## src/rtl/stopwatch_lap.sv

```systemverilog
// stopwatch_lap: lap-timing stopwatch built from a tick prescaler and a
// parametrised BCD digit chain. A run-control FSM handles start/stop, clear
// and lap hold, and a sticky flag records when the count overflows.
// Optional build macro: STOPWATCH_SAT_EN. When it is defined, the count
// saturates at its maximum instead of wrapping, and the stopwatch stops itself.
// When it is left undefined, the chain wraps to zero.
// Input pulses are expected to be single-cycle and already debounced.
module stopwatch_lap #(
  parameter int TICK_DIV   = 1000000,
  parameter int NUM_DIGITS = 4,
  parameter int TOP_MOD    = 6
) (
  input  logic                      clk,
  input  logic                      reset,
  input  logic                      start_stop,
  input  logic                      clear,
  input  logic                      lap,
  output logic [4*NUM_DIGITS-1:0]   digits,
  output logic                      running,
  output logic                      lap_active,
  output logic                      overflow
);

  localparam int DW = 4 * NUM_DIGITS;
  localparam int PW = $clog2(TICK_DIV);
  localparam logic [PW-1:0] PRE_MAX = PW'(TICK_DIV - 1);

  typedef enum logic [1:0] {
    STOPPED  = 2'd0,
    RUNNING  = 2'd1,
    LAP_HOLD = 2'd2
  } state_t;

  state_t          state_r;
  logic [PW-1:0]   pre_r;
  logic [DW-1:0]   count_r;
  logic [DW-1:0]   lap_r;
  logic            overflow_r;

  logic            advancing_s;
  logic            tick_s;
  logic            clear_eff_s;
  logic            lap_capture_s;
  logic            at_max_s;
  logic            sat_hit_s;
  logic [DW-1:0]   count_inc_s;

  // Largest value a digit may hold: the top digit uses TOP_MOD, the rest are decimal.
  function automatic logic [3:0] digit_max(input int idx);
    if (idx == NUM_DIGITS - 1) begin
      return 4'(TOP_MOD - 1);
    end else begin
      return 4'd9;
    end
  endfunction

  // Control qualifiers: clear only acts while stopped; lap captures only from RUNNING.
  always_comb begin
    advancing_s   = (state_r == RUNNING) || (state_r == LAP_HOLD);
    tick_s        = advancing_s && (pre_r == PRE_MAX);
    clear_eff_s   = (state_r == STOPPED) && clear;
    lap_capture_s = (state_r == RUNNING) && !start_stop && lap;
  end

  // Ripple-carry BCD increment. The carry that survives past the top digit means every digit is at its maximum.
  always_comb begin
    logic carry;
    carry       = 1'b1;
    count_inc_s = count_r;
    for (int i = 0; i < NUM_DIGITS; i++) begin
      if (carry) begin
        if (count_r[4*i +: 4] == digit_max(i)) begin
          count_inc_s[4*i +: 4] = 4'd0;
        end else begin
          count_inc_s[4*i +: 4] = count_r[4*i +: 4] + 4'd1;
          carry = 1'b0;
        end
      end else begin
        count_inc_s[4*i +: 4] = count_r[4*i +: 4];
      end
    end
    at_max_s = carry;
  end

  // Saturation event: a tick at the maximum that must not wrap (saturating build only).
  always_comb begin
`ifdef STOPWATCH_SAT_EN
    sat_hit_s = tick_s && at_max_s;
`else
    sat_hit_s = 1'b0;
`endif
  end

  // Run-control FSM: clear beats start_stop, and start_stop beats lap. Saturation forces STOPPED.
  always_ff @(posedge clk) begin
    if (reset) begin
      state_r <= STOPPED;
    end else begin
      case (state_r)
        STOPPED: begin
          if (clear) begin
            state_r <= STOPPED;
          end else if (start_stop) begin
            state_r <= RUNNING;
          end else begin
            state_r <= STOPPED;
          end
        end
        RUNNING: begin
          if (sat_hit_s) begin
            state_r <= STOPPED;
          end else if (start_stop) begin
            state_r <= STOPPED;
          end else if (lap) begin
            state_r <= LAP_HOLD;
          end else begin
            state_r <= RUNNING;
          end
        end
        LAP_HOLD: begin
          if (sat_hit_s) begin
            state_r <= STOPPED;
          end else if (start_stop) begin
            state_r <= STOPPED;
          end else if (lap) begin
            state_r <= RUNNING;
          end else begin
            state_r <= LAP_HOLD;
          end
        end
        default: begin
          state_r <= STOPPED;
        end
      endcase
    end
  end

  // Prescaler: counts only while advancing and holds otherwise, so a resumed run keeps its partial interval.
  always_ff @(posedge clk) begin
    if (reset) begin
      pre_r <= '0;
    end else if (clear_eff_s) begin
      pre_r <= '0;
    end else if (advancing_s) begin
      if (pre_r == PRE_MAX) begin
        pre_r <= '0;
      end else begin
        pre_r <= pre_r + PW'(1);
      end
    end else begin
      pre_r <= pre_r;
    end
  end

  // Digit chain: advances on each tick. At the maximum it wraps to zero, or holds in the saturating build.
  always_ff @(posedge clk) begin
    if (reset) begin
      count_r <= '0;
    end else if (clear_eff_s) begin
      count_r <= '0;
    end else if (tick_s) begin
`ifdef STOPWATCH_SAT_EN
      if (at_max_s) begin
        count_r <= count_r;
      end else begin
        count_r <= count_inc_s;
      end
`else
      count_r <= count_inc_s;
`endif
    end else begin
      count_r <= count_r;
    end
  end

  // Sticky overflow flag: set by a tick at the maximum and cleared only by reset or an effective clear.
  always_ff @(posedge clk) begin
    if (reset) begin
      overflow_r <= 1'b0;
    end else if (clear_eff_s) begin
      overflow_r <= 1'b0;
    end else if (tick_s && at_max_s) begin
      overflow_r <= 1'b1;
    end else begin
      overflow_r <= overflow_r;
    end
  end

  // Lap register: holds the count as it was just before the lap edge, for the frozen display.
  always_ff @(posedge clk) begin
    if (reset) begin
      lap_r <= '0;
    end else if (lap_capture_s) begin
      lap_r <= count_r;
    end else begin
      lap_r <= lap_r;
    end
  end

  // Output selection is decoded directly from registers, so the display has no extra cycle of delay.
  always_comb begin
    if (state_r == LAP_HOLD) begin
      digits = lap_r;
    end else begin
      digits = count_r;
    end
    running    = (state_r == RUNNING) || (state_r == LAP_HOLD);
    lap_active = (state_r == LAP_HOLD);
    overflow   = overflow_r;
  end

endmodule

```

## config.mk

```make
export PLATFORM = sky130hd
export DESIGN_NAME = stopwatch_lap
export DESIGN_NICKNAME = d
export VERILOG_FILES = /design/src/rtl/stopwatch_lap.sv
export SDC_FILE = /design/constraint.sdc
export NUM_CORES = 1
export LEC_CHECK = 0
export BUFFER_PORTS_ARGS = -buffer_cell sky130_fd_sc_hd__clkbuf_2
export CAP_MARGIN = 25
export CORE_ASPECT_RATIO = 0.5
export CORE_MARGIN = 1
export CORE_UTILIZATION = 40
export CTS_BUF_LIST = sky130_fd_sc_hd__clkbuf_16
export DETAILED_ROUTE_END_ITERATION = 12
export PLACE_DENSITY = 0.56
export SYNTH_ARGS = -nofsm -noshare
export SYNTH_HDL_FRONTEND = slang
export SYNTH_SLANG_ARGS = --single-unit
export TNS_END_PERCENT = 50
```

## constraint.sdc

```tcl
create_clock -name clk -period 2.85 [get_ports clk]
set_input_delay 0.7125 -clock clk [delete_from_list [all_inputs] [get_ports clk]]
set_output_delay 0.7125 -clock clk [all_outputs]
set_load 0.1 [all_outputs]
```

==> results of run 1 <==
## final timing paths
kind | to | slack (ns) | cells past startpoint | start
hold / removal | lap_r[7]$_SDFFE_PP0P_ | 0.46 | 2 | lap_r[7]$_SDFFE_PP0P_
setup / recovery | digits[11] | 0.09 | 4 | state_r[0]$_SDFF_PP0_
setup reg to reg | count_r[12]$_SDFFE_PP0P_ | 0.65 | 7 | state_r[0]$_SDFF_PP0_
hold reg to reg | lap_r[7]$_SDFFE_PP0P_ | 0.46 | 2 | lap_r[7]$_SDFFE_PP0P_
## kinds of logic (layout without fill, tap and decap cells)
logic type | after synthesis | in the layout | synth area share (%)
adders and majority gates | 5 | 5 | 2.34
DFF | 55 | 55 | 41.2
and+or+nand+nor | 147 | 147 | 28.9
xor gates and xnor gates | 22 | 22 | 7.21
AOI/OAI and AO/OA | 46 | 46 | 9.79
buffers and inverters | 19 | 42 | 2.81
muxes | 19 | 19 | 7.68
## where the power goes
| part | total [W] | internal, W | switching (W) |
|---|---|---|---|
| Clock | 0.000696 | 0.000411 | 0.000285 |
| Sequential | 0.000771 | 0.000769 | 0.00000126 |
| Combinational | 0.0000537 | 0.0000142 | 0.0000395 |
| Total | 0.00152 | 0.00119 | 0.000326 |
## cell type report
cell class	instances	area, sq um	share of cell area, %
multi-input combinational	239	1510	49.4
sequential	55	1100	36.0
timing repair buffer	27	145	4.74
clock buffer	5	125	4.09
tap	88	110	3.60
clock inverter	3	38.8	1.27
inverter	7	26.3	0.859
## sequential cells by signal, summed over array words and instances (netlist names)
register  cells
lap_r        16
state_r       2
overflow      1
count_r      16
pre_r        20
## cell usage in the layout, fill, tap and decap left out, types with 2 or more instances in the layout
cell	count
o21ai_0	2
inv_1	7
nor3_1	2
nor3b_1	3
clkbuf_2	23
nand2_1	52
nor3_2	2
and4_1	3
ha_1	4
and4bb_1	2
a31oi_1	2
mux2i_1	7
nand3_1	10
and2_4	2
xnor2_1	9
mux2_2	12
nor2b_1	6
a31o_2	3
and3_1	6
o31ai_1	2
a21oi_1	29
o21ai_2	4
clkbuf_16	5
dfxtp_1	55
nor2_1	36
and2_1	3
nand4_1	4
nor4_1	2
buf_4	4
o32ai_1	2
xor2_1	13
nand3b_1	2
## tightest hold or removal path, stage by stage, from the launching register on
cell and delay (ns):
dfxtp_1 0.31, nand2_1 0.05, a21oi_1 0.05
## through the flow
stage	worst slack [ns]	power, W
2_1_floorplan	0.105	0.000826
3_3_place_gp	0.456	0.000842
3_5_place_dp	0.421	0.000843
4_1_cts	0.0845	0.00154
5_1_grt	0.00144	0.00157
6_report	0.0933	0.00152
## metal layers
layer / global-route usage [%] / routed length [um] / vias to the layer above
li1: - / - / 1111
met1: 20.3 / 2640 / 1021
met2: 30.1 / 2440 / 30
met3: 4.39 / 190 / 8
met4: 5.49 / 79 / 0
met5: 0 / 0 / -
==> impl_metrics.toml, run 1 <==
[worst_setup_path]
path_delay_family = "adder cells"
path_buf_inv = 2
worst_path_max_delay_cell = "ha_2"
slowest_delay_ns = 0.56
cp_data_arrival_time_ns = 2.04
path_max_fanout = 23
cp-start-kind = "register"
critical_path_class = "reg2out"
required_ns = 2.14
endpoint_kind = "primary output"
crit_chain = "inv_1 -> ha_2 -> mux2_2 -> clkbuf_2"

[clock_network]
clk_pin_slew_ns = 0.07
cts_resized = 0
ctsLongestPathBuffers = 2
htree_num_levels = 2
tritoncts = "built"
cts.sinks = 55
root_buffer = "clkbuf_16"
numCtsBuffers = 5
ctsHoldBuffers = 0
clkLatencyLatePin_ns = 0.30
postCtsSetupBuffers = 0

[placement]
dp_hpwl_um = 3800
detailed_place.area_sq_um = 2900
place.port_buffers = 23
routabilityCongestion = 0.711
place_inst = 416

[sta]
final-setup-viol-count = 0
clock_skew_ns = 0.00820
rsz0062_at_grt = "false"
slew_headroom_pct = 53.6
fin_crit_ns = 2.76
hold_slack_ns = 0.456
tns_ns = 0
timing.final.max_slew_violations = 0
post-route-period-util_pct = 96.7
worst_slew_pin_slew_ns = 0.694
finalHoldViolations = 0
max_clock_freq_ghz = 0.363

[power]
power_leakage_nw = 1.14
p_per_area_nw_per_um2 = 497
peakVddDrop_mv = 0.224

[die]
pin_count = 24
core_area_sq_um = 6260
core.rowCount = 20
initial_utilization_pct = 42.7
dieHeight_um = 59.8
die_w_um = 118
die-area_sq_um = 7030

[global_routing]
grt_usage_pct = 16.8
antenna_found_initial = 0
grt_max_degree = 24
grt_overflow = 0
grt_pass1_vias = 2026
grt_pass1_wl_um = 9250

[yosys]
syn-cell-area_sq_um = 2670
netlist.area_leader.share_pct = 41.2
avgSynthCellArea_sq_um = 8.53
syn_inst = 313
synth_most_common_cell = "dfxtp_1"
synth_top_area_cell = "dfxtp_1"
syn-num-nets = 323
synth_edf_count = 0
yosys_warnings = 0
seq_area_frac_synth_pct = 41.2
ys.flop_type = "dfxtp_1"
ys_types = 45
synth_area_leaders = "dfxtp_1, nand2_1, a21oi_1"
synth-seq-cells = 55
synth-async-reset-ratio_pct = 0
synthTopCellsByCount = "dfxtp_1, nand2_1, nor2_1, a21oi_1, xor2_1"

[detailed_routing]
vias = 2170
drtIter0Drc = 100
routed_via_density = 5.12
finalWirelength_um = 5360
drtPass1Iterations = 5
remaining_drc_errors = 0
wl_per_cell_um = 12.6
postRouteAntennaNets = 0

[cells_and_area]
area_delta_synth_final_pct = 14.5
drive_gt1_share_pct = 19.3
fin_nets = 345
final_util_pct = 48.9
stdcell_count = 424
fin_area_sq_um = 3060
diodes = 0
fillers = 638

[hold_path]
hold_path.class = "reg2reg"

[status]
status = "finished clean"

[run]
maxCapViolations = 0
Power figures use the tool's default switching activity.
==> run 2, diff against run 1 <==
--- a/config.mk
+++ b/config.mk
@@ -12,6 +12,7 @@
 export CORE_UTILIZATION = 40
 export CTS_BUF_LIST = sky130_fd_sc_hd__clkbuf_16
 export DETAILED_ROUTE_END_ITERATION = 12
+export MAX_ROUTING_LAYER = met4
 export PLACE_DENSITY = 0.56
 export SYNTH_ARGS = -nofsm -noshare
 export SYNTH_HDL_FRONTEND = slang
==> run 2 against run 1 <==
  * Sequential cell count stayed put
  * Clock power is essentially flat
  * Register-to-register slack about the same
  * Via count up 0.32%
  * Worst hold slack lost 0.00061 ns
  * Cell area unchanged
  * Sequential power hardly changed
  * Global-route usage increased by 0.54 points
  * Clock skew hardly changed
  * Setup slack got worse by 0.00062 ns
  * Combinational power about the same
  * Critical endpoint unchanged
  * Largest power group unchanged
==> impl_metrics.toml, run 2 (synthesized netlist as in run 1, its figures left out) <==
[sta]
rsz0062_at_grt = "false"
setup_ws_ns = 0.0927
final-setup-viol-count = 0
clock_skew_ns = 0.00818
max_clock_freq_ghz = 0.363
finalHoldViolations = 0
slew_headroom_pct = 53.6
tns_ns = 0
post-route-period-util_pct = 96.7
fin_crit_ns = 2.76
timing.final.max_slew_violations = 0
worst_slew_pin_slew_ns = 0.693

[cells_and_area]
layout_commonest_cell = "dfxtp_1"
diodes = 0
mostFrequentLayoutCells = "dfxtp_1, nand2_1, nor2_1, a21oi_1, clkbuf_2"
stdcell_count = 424
reg_top3 = "pre_r x20, count_r x16, lap_r x16"
fin_nets = 345
drive_gt1_share_pct = 19.3
final_util_pct = 48.9
regMostFlops = "pre_r"
largest_reg_flops = 20
area_delta_synth_final_pct = 14.5

[clock_network]
tritoncts = "built"
ctsHoldBuffers = 0
clkLatencyLatePin_ns = 0.30
root_buffer = "clkbuf_16"
numCtsBuffers = 5
cts_resized = 0
cts.sinks = 55
postCtsSetupBuffers = 0
htree_num_levels = 2
clk_pin_slew_ns = 0.07
ctsLongestPathBuffers = 2

[worst_setup_path]
worst_path_max_delay_cell = "ha_2"
critical_path_class = "reg2out"
cp_data_arrival_time_ns = 2.04
endpoint_kind = "primary output"
crit_chain = "inv_1 -> ha_2 -> mux2_2 -> clkbuf_2"
slowest_delay_ns = 0.56
startpoint = "state_r[0]$_SDFF_PP0_"
r2r_start = "state_r[0]$_SDFF_PP0_"
path_delay_family = "adder cells"
regToRegSetupSlack_ns = 0.65
path_buf_inv = 2
path_max_fanout = 23
required_ns = 2.14
cp-start-kind = "register"

[global_routing]
met1_usage_pct = 20.3
grt.busiest_layer = "met2"
grt_max_degree = 24
grt_usage_pct = 17.4
grt_util_met3_pct = 4.39
grt_pass1_vias = 2020
grt_pass1_wl_um = 9260
grt_use_met2_pct = 30.1
antenna_found_initial = 0
grt_overflow = 0

[power]
p_per_area_nw_per_um2 = 497
peakVddDrop_mv = 0.224
power_w = 0.00152
power_leakage_nw = 1.14

[detailed_routing]
postRouteAntennaNets = 0
wl_per_cell_um = 12.7
vias = 2177
finalWirelength_um = 5370
drtPass1Iterations = 4
drtIter0Drc = 99
routed_via_density = 5.13
remaining_drc_errors = 0

[hold_path]
hold_path.class = "reg2reg"
hold_path_startpoint = "lap_r[9]$_SDFFE_PP0P_"

[placement]
routabilityCongestion = 0.719
place_inst = 416
dp_hpwl_um = 3800
place.port_buffers = 23
preCtsSetupSlack_ns = 0.421

[status]
status = "finished clean"

[die]
dieHeight_um = 59.8
die-area_sq_um = 7030
initial_utilization_pct = 42.7
pin_count = 24
die_w_um = 118
core.rowCount = 20
core_area_sq_um = 6260

[run]
maxCapViolations = 0
-- run 2: cell counts in the layout (fill, tap and decap cells not counted) --
No cell type changed its count.
-- run 2: cell type report --
class                      instances  area [sq um]
inverter                           7          26.3
sequential                        55          1100
timing repair buffer              27           145
tap                               88           110
clock buffer                       5           125
fill                             638          3200
clock inverter                     3          38.8
multi-input combinational        239          1510
-- run 2: layer usage --
metal / share of wire, % / vias to the layer above
li1: - / 1111
met2: 46 / 32
met1: 50 / 1028
met5: 0 / -
met4: 1.1 / 0
met3: 2.9 / 6
-- run 2: power by group --
part	switching [W]	internal [W]	leakage (nW)	total, W
registers	0.00000126	0.000769	0.443	0.000771
clock network	0.000285	0.000411	0.0812	0.000696
logic	0.0000395	0.0000142	0.617	0.0000537
total	0.000326	0.00119	1.14	0.00152
-- run 2: tightest hold or removal path: stages (launching register included) --
cell and delay [ns]:
dfxtp_1 0.31, nand2_1 0.05, a21oi_1 0.05
-- run 2: path summary, 6_finish.rpt --
| check | end | cells after the start |
|---|---|---|
| setup / recovery | digits[11] | 4 |
| hold / removal | lap_r[9]$_SDFFE_PP0P_ | 2 |
| setup reg to reg | count_r[12]$_SDFFE_PP0P_ | 7 |
| hold reg to reg | lap_r[9]$_SDFFE_PP0P_ | 2 |
-- run 2: per-stage QoR --
stage	instance area (sq um)	hold WS, ns
global route	3060	0.473
floorplan	2690	0.433
CTS	3060	0.458
detailed placement	2900	0.448
global placement	2900	0.438
finish	3060	0.455
==> run 3, diff against run 2 <==
--- a/config.mk
+++ b/config.mk
@@ -9,11 +9,11 @@
 export CAP_MARGIN = 25
 export CORE_ASPECT_RATIO = 0.5
 export CORE_MARGIN = 1
-export CORE_UTILIZATION = 40
+export CORE_UTILIZATION = 54
 export CTS_BUF_LIST = sky130_fd_sc_hd__clkbuf_16
 export DETAILED_ROUTE_END_ITERATION = 12
 export MAX_ROUTING_LAYER = met4
-export PLACE_DENSITY = 0.56
+export PLACE_DENSITY = 0.72
 export SYNTH_ARGS = -nofsm -noshare
 export SYNTH_HDL_FRONTEND = slang
 export SYNTH_SLANG_ARGS = --single-unit
==> run 3 against run 2 <==
  * Sequential share of layout area is 0.61 points higher
  * Worst hold slack worse by 0.0014 ns
  * Non-clock buffer count did not move
  * Power is 7.5% lower
  * Core utilization rose by 17 points
  * Clock power fell by 16%
  * Critical path depth unchanged
  * Maximum frequency increased by 2.3%
  * Clock skew is essentially flat
  * Via count is 1.6% lower
  * Clock-buffer cell count stayed put
==> impl_metrics.toml, run 3 (synthesized netlist as in run 1, its figures left out) <==
[status]
status = "finished clean"

[clock_network]
tritoncts = "built"
clk_pin_slew_ns = 0.07
cts.sinks = 55
ctsLongestPathBuffers = 2
numCtsBuffers = 5
root_buffer = "clkbuf_16"
cts_resized = 0
postCtsSetupBuffers = 0
clkLatencyLatePin_ns = 0.29
ctsHoldBuffers = 0
htree_num_levels = 2

[cells_and_area]
drive_gt1_share_pct = 19.0
regMostFlops = "pre_r"
largest_reg_flops = 20
area_delta_synth_final_pct = 12.6
diodes = 0
layout_commonest_cell = "dfxtp_1"
reg_top3 = "pre_r x20, count_r x16, lap_r x16"
fin_nets = 345
mostFrequentLayoutCells = "dfxtp_1, nand2_1, nor2_1, a21oi_1, clkbuf_2"

[die]
core_area_sq_um = 4570
dieHeight_um = 51.7
core.rowCount = 17
initial_utilization_pct = 58.4
pin_count = 24
die-area_sq_um = 5250
die_w_um = 101

[sta]
hold_slack_ns = 0.454
max_clock_freq_ghz = 0.371
finalHoldViolations = 0
fin_crit_ns = 2.70
slew_headroom_pct = 59.7
worst_slew_pin_slew_ns = 0.603
clock_skew_ns = 0.00770
final-setup-viol-count = 0
tns_ns = 0
timing.final.max_slew_violations = 0
post-route-period-util_pct = 94.6
rsz0062_at_grt = "false"

[power]
p_int_w = 0.00110
p_sw_w = 0.000303
power_w = 0.00141
combPwrFrac_pct = 3.7
p_per_area_nw_per_um2 = 468
clkPwrFrac_pct = 41.5
power_leakage_nw = 1.13
swShare_pct = 21.6
peakVddDrop_mv = 0.251
power.share.sequential_pct = 54.8

[worst_setup_path]
cp-start-kind = "register"
cp_data_arrival_time_ns = 1.98
regToRegSetupSlack_ns = 0.66
path_max_fanout = 23
r2r_start = "state_r[0]$_SDFF_PP0_"
slowest_delay_ns = 0.51
crit_chain = "inv_1 -> ha_2 -> mux2_2 -> clkbuf_2"
worstSetupPathDepth = 4
path_delay_family = "adder cells"
endpoint_kind = "primary output"
path_buf_inv = 2
timing.rr.end = "count_r[14]$_SDFFE_PP0P_"
r2r_cells = 7
worst_path_max_delay_cell = "ha_2"
required_ns = 2.14
critical_path_class = "reg2out"

[detailed_routing]
vias = 2143
finalWirelength_um = 5260
wl_per_cell_um = 13.1
routed_via_density = 5.33
drtPass1Iterations = 4
remaining_drc_errors = 0
drtIter0Drc = 72
postRouteAntennaNets = 0

[global_routing]
antenna_found_initial = 0
grt_overflow = 0
grt_usage_pct = 23.4
grt_util_met3_pct = 4.44
grt_pass1_vias = 1995
grt.busiest_layer = "met2"
grt_max_degree = 24
grt_pass1_wl_um = 9140
grt_use_met2_pct = 40.4
met1_usage_pct = 28.5

[hold_path]
hold-path-endpoint = "lap_r[10]$_SDFFE_PP0P_"
hold_path.class = "reg2reg"
hold_path_startpoint = "lap_r[10]$_SDFFE_PP0P_"
holdPathStages = 2

[placement]
routabilityCongestion = 0.778
place.port_buffers = 23
dp_hpwl_um = 3720

[run]
maxCapViolations = 0
[run 3: through the flow]
stage | util (%) | cells | cell area, sq um | worst slack, ns
detailed placement | 62.7 | 394 | 2870 | 0.445
global route | 65.8 | 402 | 3010 | 0.0416
finish | 65.8 | 402 | 3010 | 0.153
CTS | 65.8 | 402 | 3010 | 0.138
global placement | 62.7 | 394 | 2870 | 0.509
floorplan | - | 313 | 2690 | 0.105
[run 3: power groups by stage]
stage	Sequential, W	Clock (W)	Combinational, W
after floorplan	0.000788	0	0.0000377
after global placement	0.000788	0	0.0000511
after detailed placement	0.000789	0	0.0000516
after CTS	0.000771	0.000595	0.0000521
after global routing	0.000771	0.000624	0.0000566
final	0.000771	0.000584	0.0000521
[run 3: worst max path at each step]
stage                          startpoint                       end
global placement    state_r[0]$_SDFF_PP0_                digits[12]
global route        state_r[0]$_SDFF_PP0_                digits[11]
finish              state_r[0]$_SDFF_PP0_                digits[11]
floorplan           state_r[0]$_SDFF_PP0_  count_r[15]$_SDFFE_PP0P_
detailed placement  state_r[0]$_SDFF_PP0_                digits[11]
CTS                 state_r[0]$_SDFF_PP0_                digits[11]
[run 3: layout make-up]
class / instances / area (sq um)
sequential: 55 / 1100
tap: 66 / 82.6
timing repair buffer: 27 / 145
clock buffer: 5 / 125
inverter: 7 / 26.3
fill: 383 / 1570
clock inverter: 3 / 15.0
multi-input combinational: 239 / 1510
[run 3: per-layer routing]
metal	share of wire (%)	vias to the layer above
met1	48	995
met2	47	25
li1	-	1115
met3	3.6	8
met5	0	-
met4	0.97	0
[run 3: worst register-to-register path: cells and delay by family (launching register included)]
family / cells / cell delay, ns
flip-flops: 1 / 0.35
AO/OA/AOI/OAI: 1 / 0.15
adder cells (fa/ha/maj): 1 / 0.42
AND/OR/NAND/NOR: 4 / 1.13
buffers and inverters: 1 / 0.07
